`src/rtl/shr_pkg.sv`:
```
// ---------------------------------------------------------------------------
// shr_pkg
// Shared types and helpers for the sequential right shifter (shr_seq_unit).
//   state_t    : controller states (IDLE, SHIFT, DONE)
//   shift_op_t : operation encoding carried on the 'arith' input
//   DEF_WIDTH / DEF_SHW : default operand width and derived shift-amount width
//   shr_fill_bit() : bit shifted into vacated MSBs for a given op and operand
// ---------------------------------------------------------------------------
package shr_pkg;

    localparam int DEF_WIDTH = 32;
    localparam int DEF_SHW   = $clog2(DEF_WIDTH);

    typedef enum logic [1:0] {
        IDLE  = 2'd0,
        SHIFT = 2'd1,
        DONE  = 2'd2
    } state_t;

    typedef enum logic {
        OP_SRL = 1'b0,
        OP_SRA = 1'b1
    } shift_op_t;

    // SRA replicates the operand sign bit, SRL always fills with zero.
    function automatic logic shr_fill_bit(input logic arith, input logic msb);
        logic fill_s;
        if (shift_op_t'(arith) == OP_SRA) begin
            fill_s = msb;
        end else begin
            fill_s = 1'b0;
        end
        return fill_s;
    endfunction

endpackage : shr_pkg

```
`src/rtl/shr_stage.sv`:
```
// ---------------------------------------------------------------------------
// shr_stage
// Combinational conditional right shift by a fixed distance DIST.
// Ports:
//   in   [WIDTH-1:0] : operand
//   en               : 1 = shift by DIST, 0 = pass operand through unchanged
//   fill             : value placed in the DIST vacated MSBs
//   out  [WIDTH-1:0] : result
// DIST must lie in 1..WIDTH-1.
// ---------------------------------------------------------------------------
module shr_stage #(
    parameter int WIDTH = 32,
    parameter int DIST  = 1
) (
    input  logic [WIDTH-1:0] in,
    input  logic             en,
    input  logic             fill,
    output logic [WIDTH-1:0] out
);

    logic [WIDTH-1:0] shifted_s;

    // Fixed-distance shift: replicate the fill bit above the surviving bits.
    always_comb begin
        shifted_s = {{DIST{fill}}, in[WIDTH-1:DIST]};
    end

    // Apply the stage only when its amount bit is set.
    always_comb begin
        if (en) begin
            out = shifted_s;
        end else begin
            out = in;
        end
    end

endmodule : shr_stage

```
`src/rtl/shr_seq_unit.sv`:
```
// ---------------------------------------------------------------------------
// shr_seq_unit
// Multi-cycle SRL/SRA shifter. One binary-weighted stage (WIDTH/2, ..., 2, 1)
// is applied per clock, so latency does not depend on the shift amount.
// Ports:
//   clk, rst_n            : clock (rising edge), async active-low reset
//   in_valid / in_ready   : request handshake (data_in, shamt, arith)
//   data_in  [WIDTH-1:0]  : operand
//   shamt    [SHW-1:0]    : shift amount 0..WIDTH-1
//   arith                 : 1 = SRA, 0 = SRL
//   out_valid / out_ready : result handshake
//   data_out [WIDTH-1:0]  : registered result; qualify with out_valid
// Timing: request accepted on edge N -> out_valid rises on edge N+SHW+1 and
// stays high (data_out stable) until out_ready is sampled high.
// ---------------------------------------------------------------------------
module shr_seq_unit
    import shr_pkg::*;
#(
    parameter int WIDTH = DEF_WIDTH,
    parameter int SHW   = $clog2(WIDTH)
) (
    input  logic             clk,
    input  logic             rst_n,
    input  logic             in_valid,
    output logic             in_ready,
    input  logic [WIDTH-1:0] data_in,
    input  logic [SHW-1:0]   shamt,
    input  logic             arith,
    output logic             out_valid,
    input  logic             out_ready,
    output logic [WIDTH-1:0] data_out
);

    // Step counter must hold 0..SHW-1.
    localparam int STW = (SHW > 1) ? $clog2(SHW) : 1;

    state_t           state_r;
    logic [STW-1:0]   step_r;
    logic [SHW-1:0]   amt_r;
    logic             fill_r;
    logic [WIDTH-1:0] work_r;
    logic [WIDTH-1:0] data_out_r;
    logic             out_valid_r;
    logic             in_ready_r;

    logic [WIDTH-1:0] stage_out_s [SHW];
    logic [WIDTH-1:0] next_work_s;

    // Stage k shifts by 2^(SHW-1-k), gated by the matching amount bit.
    for (genvar k = 0; k < SHW; k++) begin : g_stage
        shr_stage #(
            .WIDTH (WIDTH),
            .DIST  (1 << (SHW - 1 - k))
        ) u_stage (
            .in   (work_r),
            .en   (amt_r[SHW-1-k]),
            .fill (fill_r),
            .out  (stage_out_s[k])
        );
    end

    // Select the stage output addressed by the current step.
    always_comb begin
        next_work_s = work_r;
        for (int k = 0; k < SHW; k++) begin
            next_work_s = (step_r == STW'(k)) ? stage_out_s[k] : next_work_s;
        end
    end

    // Controller: accept, walk the stages, then present and hold the result.
    always_ff @(posedge clk or negedge rst_n) begin
        if (!rst_n) begin
            state_r     <= IDLE;
            step_r      <= '0;
            amt_r       <= '0;
            fill_r      <= 1'b0;
            work_r      <= '0;
            data_out_r  <= '0;
            out_valid_r <= 1'b0;
            in_ready_r  <= 1'b1;
        end else begin
            case (state_r)
                IDLE: begin
                    if (in_valid && in_ready_r) begin
                        work_r     <= data_in;
                        amt_r      <= shamt;
                        fill_r     <= shr_fill_bit(arith, data_in[WIDTH-1]);
                        step_r     <= '0;
                        in_ready_r <= 1'b0;
                        state_r    <= SHIFT;
                    end
                end
                SHIFT: begin
                    work_r <= next_work_s;
                    step_r <= step_r + STW'(1);
                    if (step_r == STW'(SHW - 1)) begin
                        state_r <= DONE;
                    end
                end
                DONE: begin
                    // First DONE cycle publishes the result; out_ready is
                    // only honoured once out_valid is actually visible.
                    if (!out_valid_r) begin
                        data_out_r  <= work_r;
                        out_valid_r <= 1'b1;
                    end else if (out_ready) begin
                        out_valid_r <= 1'b0;
                        in_ready_r  <= 1'b1;
                        state_r     <= IDLE;
                    end
                end
                default: begin
                    state_r     <= IDLE;
                    out_valid_r <= 1'b0;
                    in_ready_r  <= 1'b1;
                end
            endcase
        end
    end

    assign in_ready  = in_ready_r;
    assign out_valid = out_valid_r;
    assign data_out  = data_out_r;

endmodule : shr_seq_unit

```
`config.mk`:
```
export PLATFORM = sky130hd
export DESIGN_NAME = shr_seq_unit
export DESIGN_NICKNAME = d
export VERILOG_FILES = /design/src/rtl/shr_pkg.sv /design/src/rtl/shr_stage.sv /design/src/rtl/shr_seq_unit.sv
export SDC_FILE = /design/constraint.sdc
export NUM_CORES = 1
export LEC_CHECK = 0
export CAP_MARGIN = 20
export CORE_ASPECT_RATIO = 1.2
export CORE_MARGIN = 3
export CORE_UTILIZATION = 29
export DETAILED_ROUTE_END_ITERATION = 6
export DONT_BUFFER_PORTS = 1
export SYNTH_ARGS = -nofsm -noshare
export SYNTH_HDL_FRONTEND = slang
export SYNTH_SLANG_ARGS = --single-unit
```
`constraint.sdc`:
```
create_clock -name clk -period 2.6 [get_ports clk]
set_clock_uncertainty 0.05 [all_clocks]
set_input_delay 0.26 -clock clk [delete_from_list [all_inputs] [get_ports clk]]
set_output_delay 0.26 -clock clk [all_outputs]
set_load 0.1 [all_outputs]
```
Word-level counts from Yosys, hierarchy flattened
Index checks and enable logic that the tools add are counted.
{"block": "classes", "n_reduce_logical": 11, "add_sub_neg": 1, "muxes": 27, "eq_ne": 16, "bitwise": 2}
{"op": "$mux 32", "count": 11}
{"op": "$pmux 32 s2", "count": 1}
{"op": "$ne 6x6->1 const B", "count": 3}
{"op": "$mux 2", "count": 4}
{"op": "$ne 2x2->1 const B", "count": 4}
{"op": "$reduce_and 4->1", "count": 2}
{"op": "$reduce_and 8->1", "count": 1}
{"op": "$eq 3x2->1 const B", "count": 2}
{"op": "$mux 1", "count": 6}
{"op": "$pmux 2 s3", "count": 1}
{"op": "$pmux 3 s2", "count": 1}
{"op": "$reduce_and 2->1", "count": 3}
{"op": "$ne 5x5->1 const B", "count": 1}
{"op": "$ne 4x4->1 const B", "count": 1}
{"op": "$add 3x1->3 const B", "count": 1}
{"op": "$eq 3x1->1 const B", "count": 1}
{"op": "$eq 3x3->1 const B", "count": 1}
{"op": "$logic_not 3->1", "count": 1}
{"op": "$mux 3", "count": 1}
{"op": "$ne 3x3->1 const B", "count": 1}
{"op": "$pmux 1 s3", "count": 1}
{"op": "$eq 2x1->1 const B", "count": 1}
{"op": "$eq 2x2->1 const B", "count": 1}
{"op": "$logic_not 2->1", "count": 1}
{"op": "5 further kinds", "count": 6}
{"block": "totals", "reg_bits": 77, "out_inout_bits": 34}

Depth between registers and ports, before layout
Gate-level depths: netlist of run 1.
{"block": "depth", "word_depth": 7, "mapped_depth": 10, "mapped_depth_nobuf": 7}

Hierarchy
From an unflattened synthesis of run 1, not the netlist that was laid out.
{"block": "hier_totals", "hier_cells": 643, "hier_area_um2": 7507.2}
{"mod": "shr_seq_unit", "seq_area_each_um2": 1928.1, "area_per_inst_um2": 4780.8, "cells_each": 462, "n_inst": 1}
{"mod": "shr_stage at g_stage[1].u_stage ...", "seq_area_each_um2": 0.0, "area_per_inst_um2": 544.3, "cells_each": 36, "n_inst": 4}
{"mod": "shr_stage at g_stage[0].u_stage", "seq_area_each_um2": 0.0, "area_per_inst_um2": 549.3, "cells_each": 37, "n_inst": 1}

Least setup slack after synthesis of run 1
Ideal clock, no wire load.
{"block": "synth_path", "path_type": "flip-flop to flip-flop", "from": "reg in_ready_r, in the netlist in_ready", "to": "reg work_r[0]", "path_stages_with_launch": 6, "t_arrival_ns": 2.168, "slack_ns": 0.257, "n_path_buf": 1, "setup_time_ns": 0.125, "t_required_ns": 2.425, "cell_sequence": "dfstp_2 -> nor4bb_1 -> nor2_1 -> a21oi_4 -> buf_6 -> mux2_4"}
{"block": "synth_via", "elab_chain_len": 3}
{"element": "start, declared", "line_no": "shr_seq_unit.sv:44", "text": "logic in_ready_r;"}
{"element": "start signal, assigned", "line_no": "shr_seq_unit.sv:80", "text": "in_ready_r <= 1'b1;"}
{"element": "start signal, assigned", "line_no": "shr_seq_unit.sv:89", "text": "in_ready_r <= 1'b0;"}
{"element": "start signal, assigned", "line_no": "shr_seq_unit.sv:108", "text": "in_ready_r <= 1'b1;"}
{"element": "$logic_and 1x1->1", "line_no": "shr_seq_unit.sv:84", "text": "if (in_valid && in_ready_r) begin"}
{"element": "$ne 2x2->1 (no source line)"}
{"element": "$reduce_and 8->1 (no source line)"}
{"element": "end signal, assigned", "line_no": "shr_seq_unit.sv:85", "text": "work_r <= data_in;"}
{"element": "end signal, assigned", "line_no": "shr_seq_unit.sv:94", "text": "work_r <= next_work_s;"}
{"element": "end, declared", "line_no": "shr_seq_unit.sv:41", "text": "logic [WIDTH-1:0] work_r;"}
No other way between the ends.
A chain may end at the register's enable or synchronous reset.

Worst setup path in the final report of run 1
{"block": "layout_path", "from": "reg step_r[0]", "to": "reg work_r[1]"}
{"block": "layout_via", "elab_chain_len": 6, "word_cells_on_any_way": 17}
{"element": "start, declared", "line_no": "shr_seq_unit.sv:38", "text": "logic [STW-1:0] step_r;"}
{"element": "start signal, assigned", "line_no": "shr_seq_unit.sv:95", "text": "step_r <= step_r + STW'(1);"}
{"element": "$eq 3x1->1", "line_no": "shr_seq_unit.sv:66", "text": "next_work_s = (step_r == STW'(k)) ? stage_out_s[k] : next_work_s;"}
{"element": "$mux 32 (4 in series)", "line_no": "shr_seq_unit.sv:66"}
{"element": "$pmux 32 s2", "line_no": "shr_seq_unit.sv:82", "text": "case (state_r)"}
Several ways; a longest one is shown, not always the timed one.

==> impl_metrics.py, run 1 <==
metrics = {
    "layout": {
        "nFillCells": 1543,
        "final_cell_mix": "76 x dfrtp_1, 34 x a221oi_1, 33 x nand2_1, 32 x mux2_2, 31 x mux2_4",
        "drive_gt1_frac": 0.2590,
        "regArea_mm2": 0.001928,
        "n_antenna_cell": 0,
        "multi_input_area_mm2": 0.002380,
        "nNetsFinal": 460,
        "area_growth_pct": 14.15,
        "final_common_cell": "dfrtp_1",
    },
    "synthesis": {
        "synthTopCellsByArea": "dfrtp_1 42%, mux2_4 10%, mux2_2 8.0%",
        "synthMuxAreaShare": 0.2026,
        "synthSimpleGateAreaFrac": 0.09825,
        "synth_ff_type": "dfrtp_1",
        "synthAdderAreaFrac": 0.01665,
        "yosysTopAreaCellShare": 0.4219,
        "synth_area_per_cell_um2": 10.97,
        "synth_cell_types": 44,
        "ys_seq_area_frac": 0.4277,
        "yosys_warnings": 0,
        "syn_inst": 411,
        "synth_compound_area_frac": 0.2079,
        "synth_seq_cells": 77,
        "synth_edf_count": 0,
        "synthArstFlopShare": 1.000,
        "synth_top_family_by_area": "compound AO/OA/AOI/OAI gates",
        "synth.cell_area_mm2": 0.004508,
        "yosysTopAreaCell": "dfrtp_1",
        "synth-xor-area-share": 0,
        "syn-num-nets": 459,
    },
    "setup_path": {
        "crit-reg2reg-launch": "step_r[0]",
        "crit_slowest_cell": "dfrtp_1",
        "critPathKind": "register to register",
        "required_ns": 2.77,
        "worst_setup_path_start_kind": "register",
        "r2r_end": "work_r[1]",
        "crit_path_cell_trace": "ha_1, ha_1, buf_12, nand2b_1, a221oi_1, a221oi_1, mux2_4",
        "crit_path_end": "work_r[1]",
        "r2r_slack_ns": 0.15,
        "startpoint": "step_r[0]",
        "crit_path_max_fanout": 46,
        "max_stage_delay_ns": 0.43,
        "end_kind": "register",
        "arrival_ns": 2.62,
        "reg2reg_depth": 7,
    },
    "clock_tree": {
        "cts-resized-gates": 0,
        "clockBufferDepth": 2,
        "insertion_delay_ns": 0.34,
        "cts.sinks": 77,
        "tritoncts": "done",
        "path_clk_slew_ns": 0.06,
        "cts_buffers": 9,
        "clock-root-buffer": "clkbuf_16",
        "cts_max_level": 3,
    },
    "floorplan": {
        "fp.coreArea_mm2": 0.01508,
        "initial_core_util": 0.2989,
        "die_h_um": 142.6,
        "io_pins": 76,
        "dieArea_mm2": 0.01708,
        "num_rows": 49,
        "die_w_um": 119.8,
    },
    "placement": {
        "portBuffers": 0,
        "place.gp.congestion": 0.8112,
        "hpwlAfterDp_um": 8728,
    },
    "sta": {
        "setup_viol": 0,
        "maxSlewViolCount": 0,
        "hold_violations": 0,
        "fin_crit_ns": 2.453,
        "worstMarginPinSlew_ns": 0.9329,
        "fin_setup_tns_ns": 0,
        "fmax_ghz": 0.4077,
        "fin_crit_sh": 0.9434,
        "rsz0062_at_grt": "false",
        "max-slew-margin-rel": 0.3781,
    },
    "min_path": {
        "whs_path_depth": 2,
        "hp-class": "primary input to register",
    },
    "global_routing": {
        "grtUsageTotal": 0.1461,
        "grt_max_degree": 78,
        "grt_first_pass_wirelength_um": 19460,
        "grt_antenna_before_repair": 0,
        "grt_remaining_overflow": 0,
        "grt_pass1_vias": 3341,
    },
    "detailed_routing": {
        "first_pass_iters": 6,
        "ant_nets": 0,
        "vias": 3400,
        "viasPerCell": 5.475,
        "drt_iter0_drc": 262,
        "post-route-drc-count": 0,
        "avgRoutedWirePerCell_um": 19.78,
        "routed_wl_um": 12280,
    },
    "job": {
        "max_cap_viol_count": 0,
    },
    "run_status": {
        "status": "complete, no violations",
    },
}
-- cells by family after synthesis --
group	after synthesis
compound gates	126
mux	71
flops	77
simple gates	88
fa+ha+maj	6
buf+inv	43
-- cells in the mapped netlist (6+ instances only) --
master and count:
nand3b_1 13, a221o_1 10, clkbuf_1 15, mux2_4 31, dfrtp_1 76, o21bai_1 6
buf_2 10, a21oi_1 20, o21ai_0 22, mux2_1 6, nand2b_1 6, a22oi_1 14
nand2_1 33, mux2_2 32, ha_1 6, nor2_1 24, inv_1 11, a221oi_1 34
-- registers in the layout, indices dropped and copies added (netlist names) --
signal	cells
amt_r	5
data_out	32
fill_r	1
in_ready	1
out_valid	1
state_r	2
step_r	3
work_r	32
-- per-stage QoR --
stage          area (um2)    util  cells  hold WS [ns]  setup WS [ns]
4_1_cts              5146  0.3412    621     0.0008184         0.1916
3_5_place_dp         4772  0.3164    602      -0.08230         0.2043
3_3_place_gp         4772  0.3164    602      -0.08182         0.2574
5_1_grt              5146  0.3412    621      0.009597        0.01796
6_report             5146  0.3412    621       0.01411         0.1473
2_1_floorplan        4508       -    411      -0.08559         0.2570
-- metal layers --
layer  global-route usage  up-vias  part of all wire
met4              0.03800        0             0.012
met3              0.04692       11             0.070
met1               0.1875     1689              0.43
met2               0.2393      138              0.49
li1                     -     1562                 -
met5                    0        -                 0
-- what timing repair did --
action,in CTS,in global routing
setup buffers,0,0
hold buffers,3,0
hold endpoints to repair,78,0
-- final cells by class --
class | count | area share
clock buffer | 12 | 0.04984
clock inverter | 4 | 0.01362
timing repair buffer | 22 | 0.04182
sequential | 77 | 0.3747
inverter | 11 | 0.008023
tap | 204 | 0.04960
multi-input combinational | 291 | 0.4624
-- critical path: cells and delay by family, from the launching register on --
kind            cells  cell delay [ns]
compound gates      2             0.48
fa+ha+maj           2             0.47
flops               1             0.43
simple gates        1             0.40
mux                 1             0.28
buf+inv             1             0.19
-- worst min-delay path by stage --
stage	end	startpoint	slack, ns
after global routing	amt_r[3]	shamt[3]	0.01
after detailed placement	data_out[6]	rst_n	-0.08
final	fill_r	data_in[31]	0.01
after global placement	data_out[4]	rst_n	-0.08
after CTS	fill_r	data_in[31]	0.0008
after floorplan	amt_r[0]	rst_n	-0.09
Power of run 1 is left out: the tool's default activity adds up to more than one toggle a clock period on the data nets, which glitch-free logic cannot reach.
==> run 2: changes to the inputs <==
--- a/config.mk
+++ b/config.mk
@@ -11,6 +11,7 @@
 export CORE_UTILIZATION = 29
 export DETAILED_ROUTE_END_ITERATION = 6
 export DONT_BUFFER_PORTS = 1
+export PLACE_DENSITY = 0.52
 export SYNTH_ARGS = -nofsm -noshare
 export SYNTH_HDL_FRONTEND = slang
 export SYNTH_SLANG_ARGS = --single-unit
==> run 2 against run 1 <==
Compared with the run above:
- fmax is 2.1% higher
- clock-buffer cell count increased by 4
- via count increased by 0.85%
- largest cell class unchanged
==> impl_metrics.py, run 2 (synthesized netlist as in run 1, its figures left out) <==
metrics = {
    "clock_tree": {
        "path_clk_slew_ns": 0.05,
        "cts_max_level": 3,
        "tritoncts": "done",
        "clockBufferDepth": 2,
        "insertion_delay_ns": 0.34,
        "cts_buffers": 9,
        "cts.sinks": 77,
        "clock-root-buffer": "clkbuf_16",
    },
    "layout": {
        "final_common_cell": "dfrtp_1",
        "final_cell_mix": "76 x dfrtp_1, 34 x a221oi_1, 33 x nand2_1, 32 x mux2_2, 31 x mux2_4",
        "multi_input_area_mm2": 0.002386,
        "regArea_mm2": 0.001928,
        "n_antenna_cell": 0,
        "drive_gt1_frac": 0.2571,
        "stdcell_count": 624,
        "nNetsFinal": 463,
        "area_growth_pct": 13.35,
        "nFillCells": 1549,
        "final_util": 0.3388,
    },
    "global_routing": {
        "grt_max_degree": 78,
        "grt_antenna_before_repair": 0,
        "grt_pass1_vias": 3336,
        "grtUsageTotal": 0.1503,
        "grt_remaining_overflow": 0,
        "grt_first_pass_wirelength_um": 19890,
    },
    "detailed_routing": {
        "routed_wl_um": 12570,
        "ant_nets": 0,
        "avgRoutedWirePerCell_um": 20.15,
        "drt_iter0_drc": 188,
        "post-route-drc-count": 0,
        "vias": 3429,
        "first_pass_iters": 5,
        "viasPerCell": 5.495,
    },
    "floorplan": {
        "die_w_um": 119.8,
        "initial_core_util": 0.2989,
        "die_h_um": 142.6,
        "dieArea_mm2": 0.01708,
        "io_pins": 76,
        "num_rows": 49,
        "fp.coreArea_mm2": 0.01508,
    },
    "run_status": {
        "status": "complete, no violations",
    },
    "setup_path": {
        "crit-reg2reg-launch": "step_r[1]",
        "worst_setup_path_start_kind": "register",
        "crit_path_max_fanout": 24,
        "arrival_ns": 2.58,
        "reg2reg_depth": 8,
        "r2r_end": "work_r[18]",
        "required_ns": 2.78,
        "critPathKind": "register to register",
        "end_kind": "register",
        "r2r_slack_ns": 0.20,
    },
    "sta": {
        "fmax_ghz": 0.4165,
        "hold_violations": 0,
        "rsz0062_at_grt": "false",
        "fin_setup_tns_ns": 0,
        "maxSlewViolCount": 0,
        "fin_crit_ns": 2.401,
        "setup_viol": 0,
        "max-slew-margin-rel": 0.3897,
        "whs_ns": 0.01151,
        "worstMarginPinSlew_ns": 0.9154,
        "fin_crit_sh": 0.9235,
    },
    "job": {
        "max_cap_viol_count": 0,
    },
    "placement": {
        "dp_cells": 605,
        "place.gp.congestion": 0.8179,
        "hpwlAfterDp_um": 8856,
        "portBuffers": 0,
    },
    "min_path": {
        "whs_endpoint": "fill_r",
        "hp-start": "data_in[31]",
        "hp-class": "primary input to register",
        "whs_path_depth": 2,
    },
}
## run 2: cell count changes in the layout (fill, tap and decap cells not counted), sizes merged
cell,before,now
buf,20,23
bufinv,2,0
clkbuf,12,16
clkinv,2,0
## run 2: worst max-delay path: stages (launching register included)
cell and delay (ns):
dfrtp_1 0.42, inv_1 0.12, ha_1 0.26, and2b_4 0.29, mux2_4 0.32, o221ai_2 0.20, a21oi_4 0.09, buf_12 0.18
mux2_4 0.31
## run 2: worst max-delay path by stage
stage | from | to | slack (ns) | cells past startpoint
finish | step_r[1] | work_r[18] | 0.20 | 8
global route | step_r[1] | work_r[22] | 0.11 | 8
CTS | step_r[0] | work_r[11] | 0.17 | 7
detailed placement | step_r[0] | work_r[11] | 0.18 | 7
global placement | step_r[1] | work_r[2] | 0.24 | 8
floorplan | in_ready | work_r[0] | 0.26 | 5
## run 2: per-stage QoR
| stage | worst slack, ns | instance area (um2) |
|---|---|---|
| CTS | 0.1717 | 5104 |
| floorplan | 0.2570 | 4508 |
| finish | 0.1988 | 5110 |
| global route | 0.1068 | 5110 |
| detailed placement | 0.1836 | 4795 |
| global placement | 0.2386 | 4795 |
## run 2: layer usage
| layer | track usage | vias to the layer above | wire (um) |
|---|---|---|---|
| met5 | 0 | - | 0 |
| met4 | 0.07539 | 0 | 332 |
| met3 | 0.03499 | 24 | 821 |
| met2 | 0.2277 | 130 | 5871 |
| met1 | 0.2017 | 1708 | 5546 |
| li1 | - | 1567 | - |
## run 2: final cells by class
cell class,count,area share
Multi-Input combinational cell,291,0.4669
Timing Repair Buffer,25,0.04652
Clock buffer,16,0.05118
Sequential cell,77,0.3773
Tap cell,204,0.04995
Inverter,11,0.008080
## run 2: what timing repair did
action / CTS / global route
hold buffers: 3 / 0
resized for setup: 0 / 2
hold endpoints to repair: 78 / 0
endpoints found under the setup margin: 0 / 3
buffers inserted: 0 / 0
Power of run 2 is left out for the same reason.
